$ cat src/rtl/pipeline_ctrl_pkg.sv
// pipeline_ctrl_pkg: shared state encoding, PC-select codes and default sizes for the pipeline sequencer.
package pipeline_ctrl_pkg;
   typedef enum logic [1:0] {
      LOAD   = 2'b00,
      RUN    = 2'b01,
      DRAIN  = 2'b10,
      HALTED = 2'b11
   } seq_state_t;
   localparam logic [1:0] SEL_PC_INC    = 2'b00;
   localparam logic [1:0] SEL_PC_START  = 2'b01;
   localparam logic [1:0] SEL_PC_BRANCH = 2'b10;
   localparam int DEF_PC_W       = 7;
   localparam int DEF_NUM_STAGES = 7;
endpackage

$ cat src/rtl/pipe_stage_tag.sv
// pipe_stage_tag: one pipeline stage's valid bit and PC tag.
module pipe_stage_tag #(
   parameter int PC_W = 7
) (
   input  logic            clk,
   input  logic            rst_n,
   input  logic            hold,
   input  logic            bubble,
   input  logic            kill,
   input  logic            d_valid,
   input  logic [PC_W-1:0] d_pc,
   output logic            valid,
   output logic [PC_W-1:0] pc
);
   // kill and bubble only drop the valid bit; the tag is left as it was
   always_ff @(posedge clk or negedge rst_n)
      if (!rst_n) begin
         valid <= 1'b0;
         pc    <= '0;
      end else if (kill || bubble)
         valid <= 1'b0;
      else if (!hold) begin
         valid <= d_valid;
         pc    <= d_pc;
      end
endmodule

$ cat src/rtl/pipeline_sequencer.sv
// pipeline_sequencer: generic valid/PC-tag bookkeeping with stall, flush and halt drain,
// plus the LOAD/RUN/DRAIN/HALTED sequencer and PC-register control.
module pipeline_sequencer
   import pipeline_ctrl_pkg::*;
#(
   parameter int PC_W          = DEF_PC_W,
   parameter int NUM_STAGES    = DEF_NUM_STAGES,
   parameter int STALL_STAGE   = 3,
   parameter int RESOLVE_STAGE = 4,
   parameter int CNT_W         = 32
) (
   input  logic                       clk,
   input  logic                       rst_n,
   input  logic                       start,
   input  logic [PC_W-1:0]            start_pc,
   input  logic [PC_W-1:0]            pc_in,
   input  logic                       stall_req,
   input  logic                       branch_taken,
   input  logic                       halt_detect,
   output logic [NUM_STAGES-1:0]      stage_valid,
   output logic [NUM_STAGES*PC_W-1:0] stage_pc,
   output logic                       load_pc,
   output logic [1:0]                 sel_pc,
   output logic [PC_W-1:0]            halt_pc,
   output logic [1:0]                 state,
   output logic                       halted,
   output logic [CNT_W-1:0]           retired_count
);
   seq_state_t st, nxt;
   logic run, res_v, br, hl, stl, fetch, drained;
   assign run     = st == RUN;
   assign res_v   = stage_valid[RESOLVE_STAGE];
   assign br      = branch_taken & res_v;
   assign hl      = halt_detect & res_v;
   assign stl     = stall_req & stage_valid[STALL_STAGE] & ~br & ~hl;
   assign fetch   = run & ~stl & ~br & ~hl;
   assign drained = ~|stage_valid[NUM_STAGES-1:RESOLVE_STAGE+1];
   // a halt overrides a same-cycle branch, so the PC register is never redirected
   assign load_pc = (st == LOAD) | (run & ~hl & (br | ~stl));
   assign sel_pc  = (st == LOAD) ? SEL_PC_START : (run & br & ~hl) ? SEL_PC_BRANCH : SEL_PC_INC;
   assign state   = st;
   assign halted  = st == HALTED;
   for (genvar i = 0; i < NUM_STAGES; i++) begin : g_stage
      logic            dv;
      logic [PC_W-1:0] dp;
      if (i == 0) begin : g_head
         assign dv = fetch;
         assign dp = fetch ? pc_in : stage_pc[PC_W-1:0];
      end else begin : g_body
         assign dv = stage_valid[i-1];
         assign dp = stage_pc[(i-1)*PC_W +: PC_W];
      end
      pipe_stage_tag #(.PC_W(PC_W)) u_tag (
         .clk    (clk),
         .rst_n  (rst_n),
         .hold   (stl & (i <= STALL_STAGE)),
         .bubble (stl & (i == STALL_STAGE + 1)),
         .kill   ((br | hl) & (i <= RESOLVE_STAGE)),
         .d_valid(dv),
         .d_pc   (dp),
         .valid  (stage_valid[i]),
         .pc     (stage_pc[i*PC_W +: PC_W])
      );
   end
   always_comb
      nxt = (st == LOAD) ? RUN :
            (run & hl) ? DRAIN :
            (st == DRAIN & drained) ? HALTED :
            (st == HALTED & start) ? LOAD : st;
   always_ff @(posedge clk or negedge rst_n)
      if (!rst_n) begin
         st            <= LOAD;
         halt_pc       <= '0;
         retired_count <= '0;
      end else begin
         st            <= nxt;
         if (run & hl) halt_pc <= stage_pc[RESOLVE_STAGE*PC_W +: PC_W];
         retired_count <= retired_count + CNT_W'(stage_valid[NUM_STAGES-1]);
      end
endmodule

$ cat config.mk
export PLATFORM = sky130hd
export DESIGN_NAME = pipeline_sequencer
export DESIGN_NICKNAME = d
export VERILOG_FILES = /design/src/rtl/pipeline_ctrl_pkg.sv /design/src/rtl/pipe_stage_tag.sv /design/src/rtl/pipeline_sequencer.sv
export SDC_FILE = /design/constraint.sdc
export NUM_CORES = 1
export LEC_CHECK = 0
export ABC_AREA = 1
export CAP_MARGIN = 30
export CORE_MARGIN = 10
export CORE_UTILIZATION = 40
export CTS_CLUSTER_SIZE = 28
export DETAILED_ROUTE_END_ITERATION = 8
export PLACE_DENSITY = 0.73
export SETUP_SLACK_MARGIN = 0.1
export SYNTH_ARGS = -nofsm -noshare
export SYNTH_HDL_FRONTEND = slang
export SYNTH_SLANG_ARGS = --single-unit
$ cat constraint.sdc
create_clock -name clk -period 1.6 [get_ports clk]
set_input_delay 0.16 -clock clk [delete_from_list [all_inputs] [get_ports clk]]
set_output_delay 0.16 -clock clk [all_outputs]
set_load 0.01 [all_outputs]
# Word-level counts from Yosys, hierarchy flattened

Index checks and enable logic that the tools add are counted.

Bits in registers: 97
Bits of input ports: 20

Add/sub/neg operators: 1
Equal/unequal tests: 4
Mux-type cells: 15
Bitwise gates (word level): 22
Reduce and logical (&&, ||, !) cells: 7

Operator list:

| cell                                                                    | count |
|---|---|
| 32-bit by 1-bit adder with 32-bit output                                | 1 |
| 1-bit bitwise AND                                                       | 15 |
| 2-bit two-way mux                                                       | 6 |
| 1-bit two-way mux                                                       | 9 |
| 2-bit equality test, second input constant                              | 2 |
| 1-bit NOT                                                               | 4 |
| 4-bit nonzero test                                                      | 1 |
| 1-bit bitwise OR                                                        | 3 |
| 3-bit AND reduction                                                     | 1 |
| 2-bit by 1-bit equality test with 1-bit output, second input constant   | 1 |
| 2-bit zero test                                                         | 1 |
| 2-bit by 1-bit inequality test with 1-bit output, second input constant | 1 |
| 2-bit AND reduction                                                     | 1 |
| 2-bit OR reduction                                                      | 1 |
| 1-bit zero test                                                         | 1 |
| 1-bit logical OR                                                        | 1 |

# Depth between registers and ports, before layout

Gate-level depths: netlist of the first run.

Depth after elaboration: 10
Mapped depth: 9
Mapped depth without buffers: 9

# Cells and area by module

A second synthesis of the first run with hierarchy kept.

Cell total of the unflattened synthesis: 560
Area total of the unflattened synthesis: 4757.1 µm²

Modules (own cells, without submodules):

| module             | times used | cells each | area an instance (µm²) |
|---|---|---|---|
| pipeline_sequencer | 1          | 315        | 2383.5 |
| pipe_stage_tag     | 7          | 35         | 339.1 |

# Worst setup path before layout of the first run

Ideal clock, no wire load.

Kind: register -> register
Start: reg retired_count[0]
End: reg retired_count[30]
Setup time: 0.117 ns
Arrival: 1.370 ns
Required time: 1.483 ns
Setup slack: 0.113 ns
Stages on the path, launching flop included: 10
Path buffers: 0
Period minus slack after synthesis: 1.487 ns
Path through: dfrtp_1 ha_1 ha_1 inv_1 nor2_2 nand2_1 nor2_2 nand2_1 nand2_1 nand2_1

Word-level cells in the longest chain between the ends: 1

Ends and longest elaborated chain:

| item                                     | line                     | source |
|---|---|---|
| start: declaration                       | pipeline_sequencer.sv:27 | `output logic [CNT_W-1:0] retired_count` |
| start signal: assignment                 | pipeline_sequencer.sv:78 | `retired_count <= retired_count + CNT_W'(stage_valid[NUM_STAGES-1]);` |
| 32-bit by 1-bit adder with 32-bit output | pipeline_sequencer.sv:78 |  |

No other way between the ends.
A chain may end at the register's enable or synchronous reset.

# Worst setup path after layout of the first run

Start: reg st[1], in the netlist state[1]
End: out load_pc

Word-level cells in the longest chain between the ends: 4
Elaborated cells between the ends (all ways): 5
Those cells by class: eq/ne (1); bitwise (3); reduce/logical (1)

Ends and longest elaborated chain:

| item                                           | line                     | source |
|---|---|---|
| start: declaration                             | pipeline_sequencer.sv:29 | `seq_state_t st, nxt;` |
| start signal: assignment                       | pipeline_sequencer.sv:76 | `st <= nxt;` |
| 2-bit by 1-bit equality test with 1-bit output | pipeline_sequencer.sv:31 | `assign run = st == RUN;` |
| 1-bit bitwise AND (2 in series)                | pipeline_sequencer.sv:39 | `assign load_pc = (st == LOAD) \| (run & ~hl & (br \| ~stl));` |
| 1-bit bitwise OR (*)                           | pipeline_sequencer.sv:39 |  |
| end: declaration                               | pipeline_sequencer.sv:22 | `output logic load_pc,` |

Mark *: on every way between the ends. The rest lies on a longest branch, timed or not.

==> results of run 1 <==
-- critical path: cells and delay by family (launching register included) --
family                 cells  cell delay [ps]
flip-flops                 1              420
buffers and inverters      2              260
AND/OR/NAND/NOR            3              320
-- cell usage in the layout, fill, tap and decap left out --
master / n
dlygate4sd3_1: 1
bufinv_16: 1
dlymetal6s2s_1: 48
buf_6: 3
dlygate4sd2_1: 20
nand2_4: 2
inv_4: 2
inv_1: 39
xnor2_1: 6
nand2_8: 1
dfrtp_2: 1
nor2_2: 5
nand3_1: 15
clkinv_1: 1
clkbuf_16: 1
clkdlybuf4s50_1: 41
buf_2: 2
nor3_2: 1
xor2_1: 9
clkinv_4: 1
nand2_2: 5
o21ai_1: 29
clkbuf_8: 9
nand3b_1: 7
buf_12: 3
clkinvlp_4: 3
nor2_4: 8
buf_4: 46
dfrtp_1: 96
inv_6: 1
clkbuf_2: 1
o22ai_1: 2
ha_4: 2
nand2_1: 178
inv_8: 2
nor2_1: 40
inv_2: 2
nand3_2: 1
-- power by group --
part	internal, mW	switching, mW	total (mW)
registers	3.24	0.531	3.77
logic	1.90	1.87	3.77
clock network	0.752	0.927	1.68
-- per-stage QoR --
stage | setup TNS [ps] | instances | hold slack [ps] | setup slack [ps]
final | 0 | 768 | 211 | 71.4
after global routing | -14.4 | 768 | 237 | -14.4
after CTS | 0 | 762 | 214 | 29.2
after detailed placement | -362 | 713 | 78.7 | -108
after global placement | -105 | 713 | 74.4 | -69.2
after floorplan | 0 | 467 | -136 | 113
-- layer usage --
metal | vias to the layer above | wire (µm)
met5 | - | 0
met4 | 0 | 130
met3 | 12 | 1230
met2 | 132 | 5710
met1 | 1723 | 4450
li1 | 1753 | -
-- cell type report --
type,count,area [µm²]
Inverter,45,178
Clock inverter,7,85.1
Clock buffer,9,124
Multi-Input combinational cell,311,1500
Fill cell,826,3710
Tap cell,133,166
Sequential cell,97,2430
Timing Repair Buffer,166,1680
-- how the worst max path moves through the flow --
stage                                              to                       start  slack, ps  depth (start not counted)
after CTS                 retired_count[18]$_DFF_PN0_  retired_count[0]$_DFF_PN0_         30                          9
after global placement                      sel_pc[1]                 halt_detect        -70                          5
after global routing                        sel_pc[1]        state[1]$_DFFE_PN0P_        -10                          5
after floorplan           retired_count[30]$_DFF_PN0_  retired_count[0]$_DFF_PN0_        110                          9
after detailed placement                      load_pc                 halt_detect       -110                          6
final                                         load_pc        state[1]$_DFFE_PN0P_         70                          5
-- kinds of logic after synthesis --
| logic type | count (synthesis) | share of synthesized area (%) |
|---|---|---|
| AND/OR/NAND/NOR | 263 | 26.4 |
| flip-flops | 97 | 59.3 |
| buffers and inverters | 59 | 6.57 |
| AO/OA/AOI/OAI | 31 | 3.85 |
| XOR/XNOR | 15 | 3.21 |
| adder cells (fa/ha/maj) | 2 | 0.611 |
-- registers in the layout (all words and copies together) (netlist names) --
signal and cells:
g_stage.u_tag.pc 49, g_stage.u_tag.valid 7, halt_pc 7, state 2, retired_count 32
-- timing repair --
action	CTS	global route
pin swaps	4	10
endpoints found under the setup margin	56	86
hold endpoints to repair	20	0
setup buffers	32	5
gates resized for setup	38	73
cloned	0	1
hold buffers	1	0
==> impl_metrics.csv, run 1 <==
group,metric,value,unit
synth,yosysWarnings,0,
die,io_pins,121,
place,port_buffers,113,
critical_path,required,1440,ps
synth,synth_edf_count,0,
sta,slew_headroom,78.1,%
grt,antenna_found_initial,0,
detailed_routing,via_count,3620,
clock_tree,cts_buffers,9,
grt,grt_pass1_wl,18200,µm
final_layout,nets,652,
power_and_ir_drop,leakage,3.56,nW
outcome,status,"finished, final reports clean",
synth,ys_async_sr_fraction,100,%
detailed_routing,routed_wl,11500,µm
clock_tree,clock_path_buffers,2,
synth,syn_avg_cell_area,8.76,µm²
detailed_routing,avgViaCountPerCell,4.71,
power_and_ir_drop,power_density,1500,mW/mm²
grt,grt_pass1_vias,3785,
critical_path,reg2reg_from,"retired_count[0]$_DFF_PN0_",
final_layout,fin_area,0.00616,mm²
die,dieHeight,121,µm
grt,grtUsageMet3,8.14,%
die,rows,36,
critical_path,r2r_slack,80,ps
final_layout,area_growth,50.4,%
detailed_routing,ant_nets,0,
place,gp_congestion,0.925,
sta,clock_skew,15.3,ps
synth,ys_ff_latch,97,
critical_path,end_kind,"output pin",
grt,busiest_layer,"met2",
die,die_area,0.0147,mm²
critical_path,timing.rr.end,"retired_count[18]$_DFF_PN0_",
critical_path,arrival,1370,ps
synth,yosysTopAreaCell,"dfrtp_1",
sta,finalMaxSlewViolations,0,
run,drv_cap,0,
clock_tree,cts_root_buf,"clkbuf_8",
die,core_area,0.00986,mm²
detailed_routing,drc,0,
clock_tree,cts.htree.levels,3,
final_layout,drive_gt1_share,16.2,%
clock_tree,worstSkewPairLatency,370,ps
critical_path,crit_chain,"buf_6 -> nor2_4 -> nand3_1 -> nand2_1 -> buf_2",
synth,netlist_area,0.00409,mm²
critical_path,cp_slowest_cell,"dfrtp_1",
synth,synth_common_cells,"nand2_1 (183), dfrtp_1 (97), nor2_1 (45)",
critical_path,startpoint_type,"flip-flop",
critical_path,critPathKind,"reg -> out",
sta,finalHoldViolations,0,
sta,max_freq,654,MHz
detailed_routing,post_drt_wl_per_cell,15.0,µm
detailed_routing,drt_iter0_markers,149,
grt,grt_usage,15.4,%
synth,synthTopCellsByArea,"dfrtp_1 (59%), nand2_1 (17%), nor2_1 (4.1%), inv_1 (3.7%), o21ai_1 (3.5%)",
sta,setup_viol,0,
final_layout,utilization,62.4,%
place,hpwl,8130,µm
grt,grt_max_degree,45,
die,die_w,121,µm
critical_path,ff2ff_path_depth,9,
sta,period_share,95.5,%
synth,syn_nets,489,
power_and_ir_drop,total_power,9.22,mW
final_layout,antenna_cells,0,
grt,use_met1,16.6,%
die,start_util,41.5,%
synth,synth_top_area_share,59.3,%
synth,synth.distinct_cells,21,
critical_path,critical_path_peak_fanout,4,
place,dpl_cell_area,0.00543,mm²
synth,ys.flop_type,"dfrtp_1",
sta,post-route-min-period,1530,ps
synth,synth-seq-area-share,59.3,%
sta,rsz0062_at_grt,"true",
synth,syn_inst,467,
clock_tree,cts.reportedPaths.clkPinSlew,110,ps
synth,yosys.cell_count.top_type,"nand2_1",
sta,tightestPinTransition,327,ps
worst_hold_path,hold_path.class,"in -> async",
critical_path,max_stage_delay,420,ps
power_and_ir_drop,vdd_ir_drop_max,0.900,mV
clock_tree,clock-sinks,97,
detailed_routing,firstDrtPassIters,5,
clock_tree,cts_tree,"yes",
grt,grt_util_met2,26.0,%
grt,overflow,0,
No activity file was read; power rests on OpenSTA's default activity.
==> run 2: changes to the inputs <==
--- a/config.mk
+++ b/config.mk
@@ -9,10 +9,11 @@
 export CAP_MARGIN = 30
 export CORE_MARGIN = 10
 export CORE_UTILIZATION = 40
-export CTS_CLUSTER_SIZE = 28
+export CTS_CLUSTER_SIZE = 24
 export DETAILED_ROUTE_END_ITERATION = 8
 export PLACE_DENSITY = 0.73
 export SETUP_SLACK_MARGIN = 0.1
+export SLEW_MARGIN = 10
 export SYNTH_ARGS = -nofsm -noshare
 export SYNTH_HDL_FRONTEND = slang
 export SYNTH_SLANG_ARGS = --single-unit
==> results of run 2 <==
The final DEF is identical to that of run 1; final timing and power are the same.
==> run 3: changes to the inputs <==
==> constraint.sdc (replaced) <==
create_clock -name clk -period 1.6 [get_ports clk]
set_input_delay 0.32 -clock clk [delete_from_list [all_inputs] [get_ports clk]]
set_output_delay 0.32 -clock clk [all_outputs]
set_load 0.01 [all_outputs]
==> impl_metrics.csv, run 3 (synthesis gave the netlist of run 1 again) <==
group,metric,value,unit
outcome,violations,"setup timing",
clock_tree,cts.reportedPaths.clkPinSlew,90,ps
grt,grt_pass1_wl,18400,µm
detailed_routing,routed_wl,11100,µm
detailed_routing,ant_nets,0,
detailed_routing,post_drt_wl_per_cell,14.3,µm
detailed_routing,drt_iter0_markers,216,
final_layout,fin_area,0.00600,mm²
critical_path,startpoint_type,"flip-flop",
die,core_area,0.00986,mm²
clock_tree,worstSkewPairLatency,360,ps
place,port_buffers,113,
final_layout,area_growth,46.7,%
worst_hold_path,hold_path.class,"reg -> reg",
detailed_routing,firstDrtPassIters,4,
final_layout,top_register,"g_stage.u_tag.pc",
final_layout,final_common_cell,"nand2_1",
critical_path,end_kind,"output pin",
sta,layout_setup_ws,-50.9,ps
clock_tree,cts.htree.levels,3,
grt,antenna_found_initial,0,
die,dieHeight,121,µm
place,dpl_cell_area,0.00553,mm²
sta,slew_headroom,76.3,%
place,gp_congestion,0.901,
clock_tree,cts_tree,"yes",
die,die_w,121,µm
sta,finalHoldViolations,0,
sta,max_freq,606,MHz
sta,setup_viol,3,
final_layout,drive_gt1_share,18.6,%
sta,period_share,103,%
critical_path,r2r_slack,160,ps
power_and_ir_drop,power_density,1540,mW/mm²
final_layout,antenna_cells,0,
final_layout,nets,658,
place,hpwl,8420,µm
critical_path,critPathKind,"reg -> out",
clock_tree,cts_root_buf,"clkbuf_8",
sta,rsz0062_at_grt,"true",
clock_tree,clock_path_buffers,2,
die,start_util,41.5,%
critical_path,arrival,1330,ps
sta,clock_skew,8.82,ps
power_and_ir_drop,vdd_ir_drop_max,1.21,mV
grt,grt_pass1_vias,3717,
die,io_pins,121,
final_layout,reg.largest.list,"g_stage.u_tag.pc: 49 flops, retired_count: 32 flops",
final_layout,largest_reg_flops,49,
die,rows,36,
detailed_routing,avgViaCountPerCell,4.62,
critical_path,critical_path_peak_fanout,3,
grt,grt_max_degree,38,
sta,post-route-min-period,1650,ps
power_and_ir_drop,leakage,3.18,nW
die,die_area,0.0147,mm²
detailed_routing,via_count,3575,
grt,grt_usage,15.5,%
outcome,status,"complete, but fails checks",
run,drv_cap,0,
detailed_routing,drc,0,
grt,overflow,0,
clock_tree,clock-sinks,97,
final_layout,utilization,60.8,%
final_layout,mostFrequentLayoutCells,"nand2_1 (177), dfrtp_1 (97), dlygate4sd2_1 (91), buf_4 (50), nor2_1 (41)",
sta,tightestPinTransition,355,ps
sta,finalMaxSlewViolations,0,
critical_path,required,1280,ps
clock_tree,cts_buffers,9,
## run 3: path summary, 6_finish.rpt
path,startpoint,depth (start not counted),end
worst max-delay path,state[1]$_DFFE_PN0P_,5,sel_pc[1]
min in group asynchronous,rst_n,2,retired_count[25]$_DFF_PN0_
max in group asynchronous,rst_n,3,g_stage[6].u_tag.pc[0]$_DFF_PN0_
worst max register to register,g_stage[6].u_tag.valid$_DFF_PN0_,8,retired_count[18]$_DFF_PN0_
worst min register to register,g_stage[5].u_tag.pc[1]$_DFF_PN0_,0,g_stage[6].u_tag.pc[1]$_DFF_PN0_
worst min-delay path,g_stage[5].u_tag.pc[1]$_DFF_PN0_,0,g_stage[6].u_tag.pc[1]$_DFF_PN0_
## run 3: critical path, stage by stage, from the launching register on
cell and delay (ps):
dfrtp_1 410, buf_6 140, nor2_4 140, inv_2 60
nor3_2 90, buf_2 150
## run 3: power breakdown
part	switching (mW)	internal, mW	total [mW]
sequential	0.500	3.24	3.74
clock	0.927	0.917	1.84
combinational	1.95	1.73	3.67
total	3.37	5.88	9.26
## run 3: final cells by class
type / instances / area (µm²)
clock buffer: 9 / 124
clock inverter: 7 / 109
multi-input combinational: 311 / 1490
timing repair buffer: 172 / 1510
fill: 888 / 3860
inverter: 45 / 175
tap: 133 / 166
sequential: 97 / 2430
## run 3: timing repair
action	in CTS	in global routing
buffers inserted	27	6
pin swaps	4	12
hold buffers	1	0
endpoints found under the hold margin	22	0
gates resized for setup	136	29
cloned	0	0
setup endpoints to repair	105	36
## run 3: routing by layer
metal  routed length [µm]  global-route usage (%)  share of wire (%)  vias to the layer above
met4                   98                    4.02               0.88                        0
met2                 5360                    25.4                 48                      102
met1                 4440                    17.7                 40                     1694
met5                    0                       0                  0                        -
met3                 1210                    7.49                 11                       11
li1                     -                       -                  -                     1768
## run 3: metrics by stage
step / TNS [ps] / cells / power, mW / hold WS, ps / setup slack, ps
3_3_place_gp: -3320 / 725 / 7.59 / 258 / -381
6_report: -113 / 774 / 9.26 / 381 / -50.9
4_1_cts: -80.4 / 769 / 9.21 / 386 / -56.5
5_1_grt: -388 / 774 / 9.95 / 394 / -134
3_5_place_dp: -6530 / 725 / 7.73 / 260 / -432
2_1_floorplan: 0 / 467 / 5.32 / 24.4 / 113
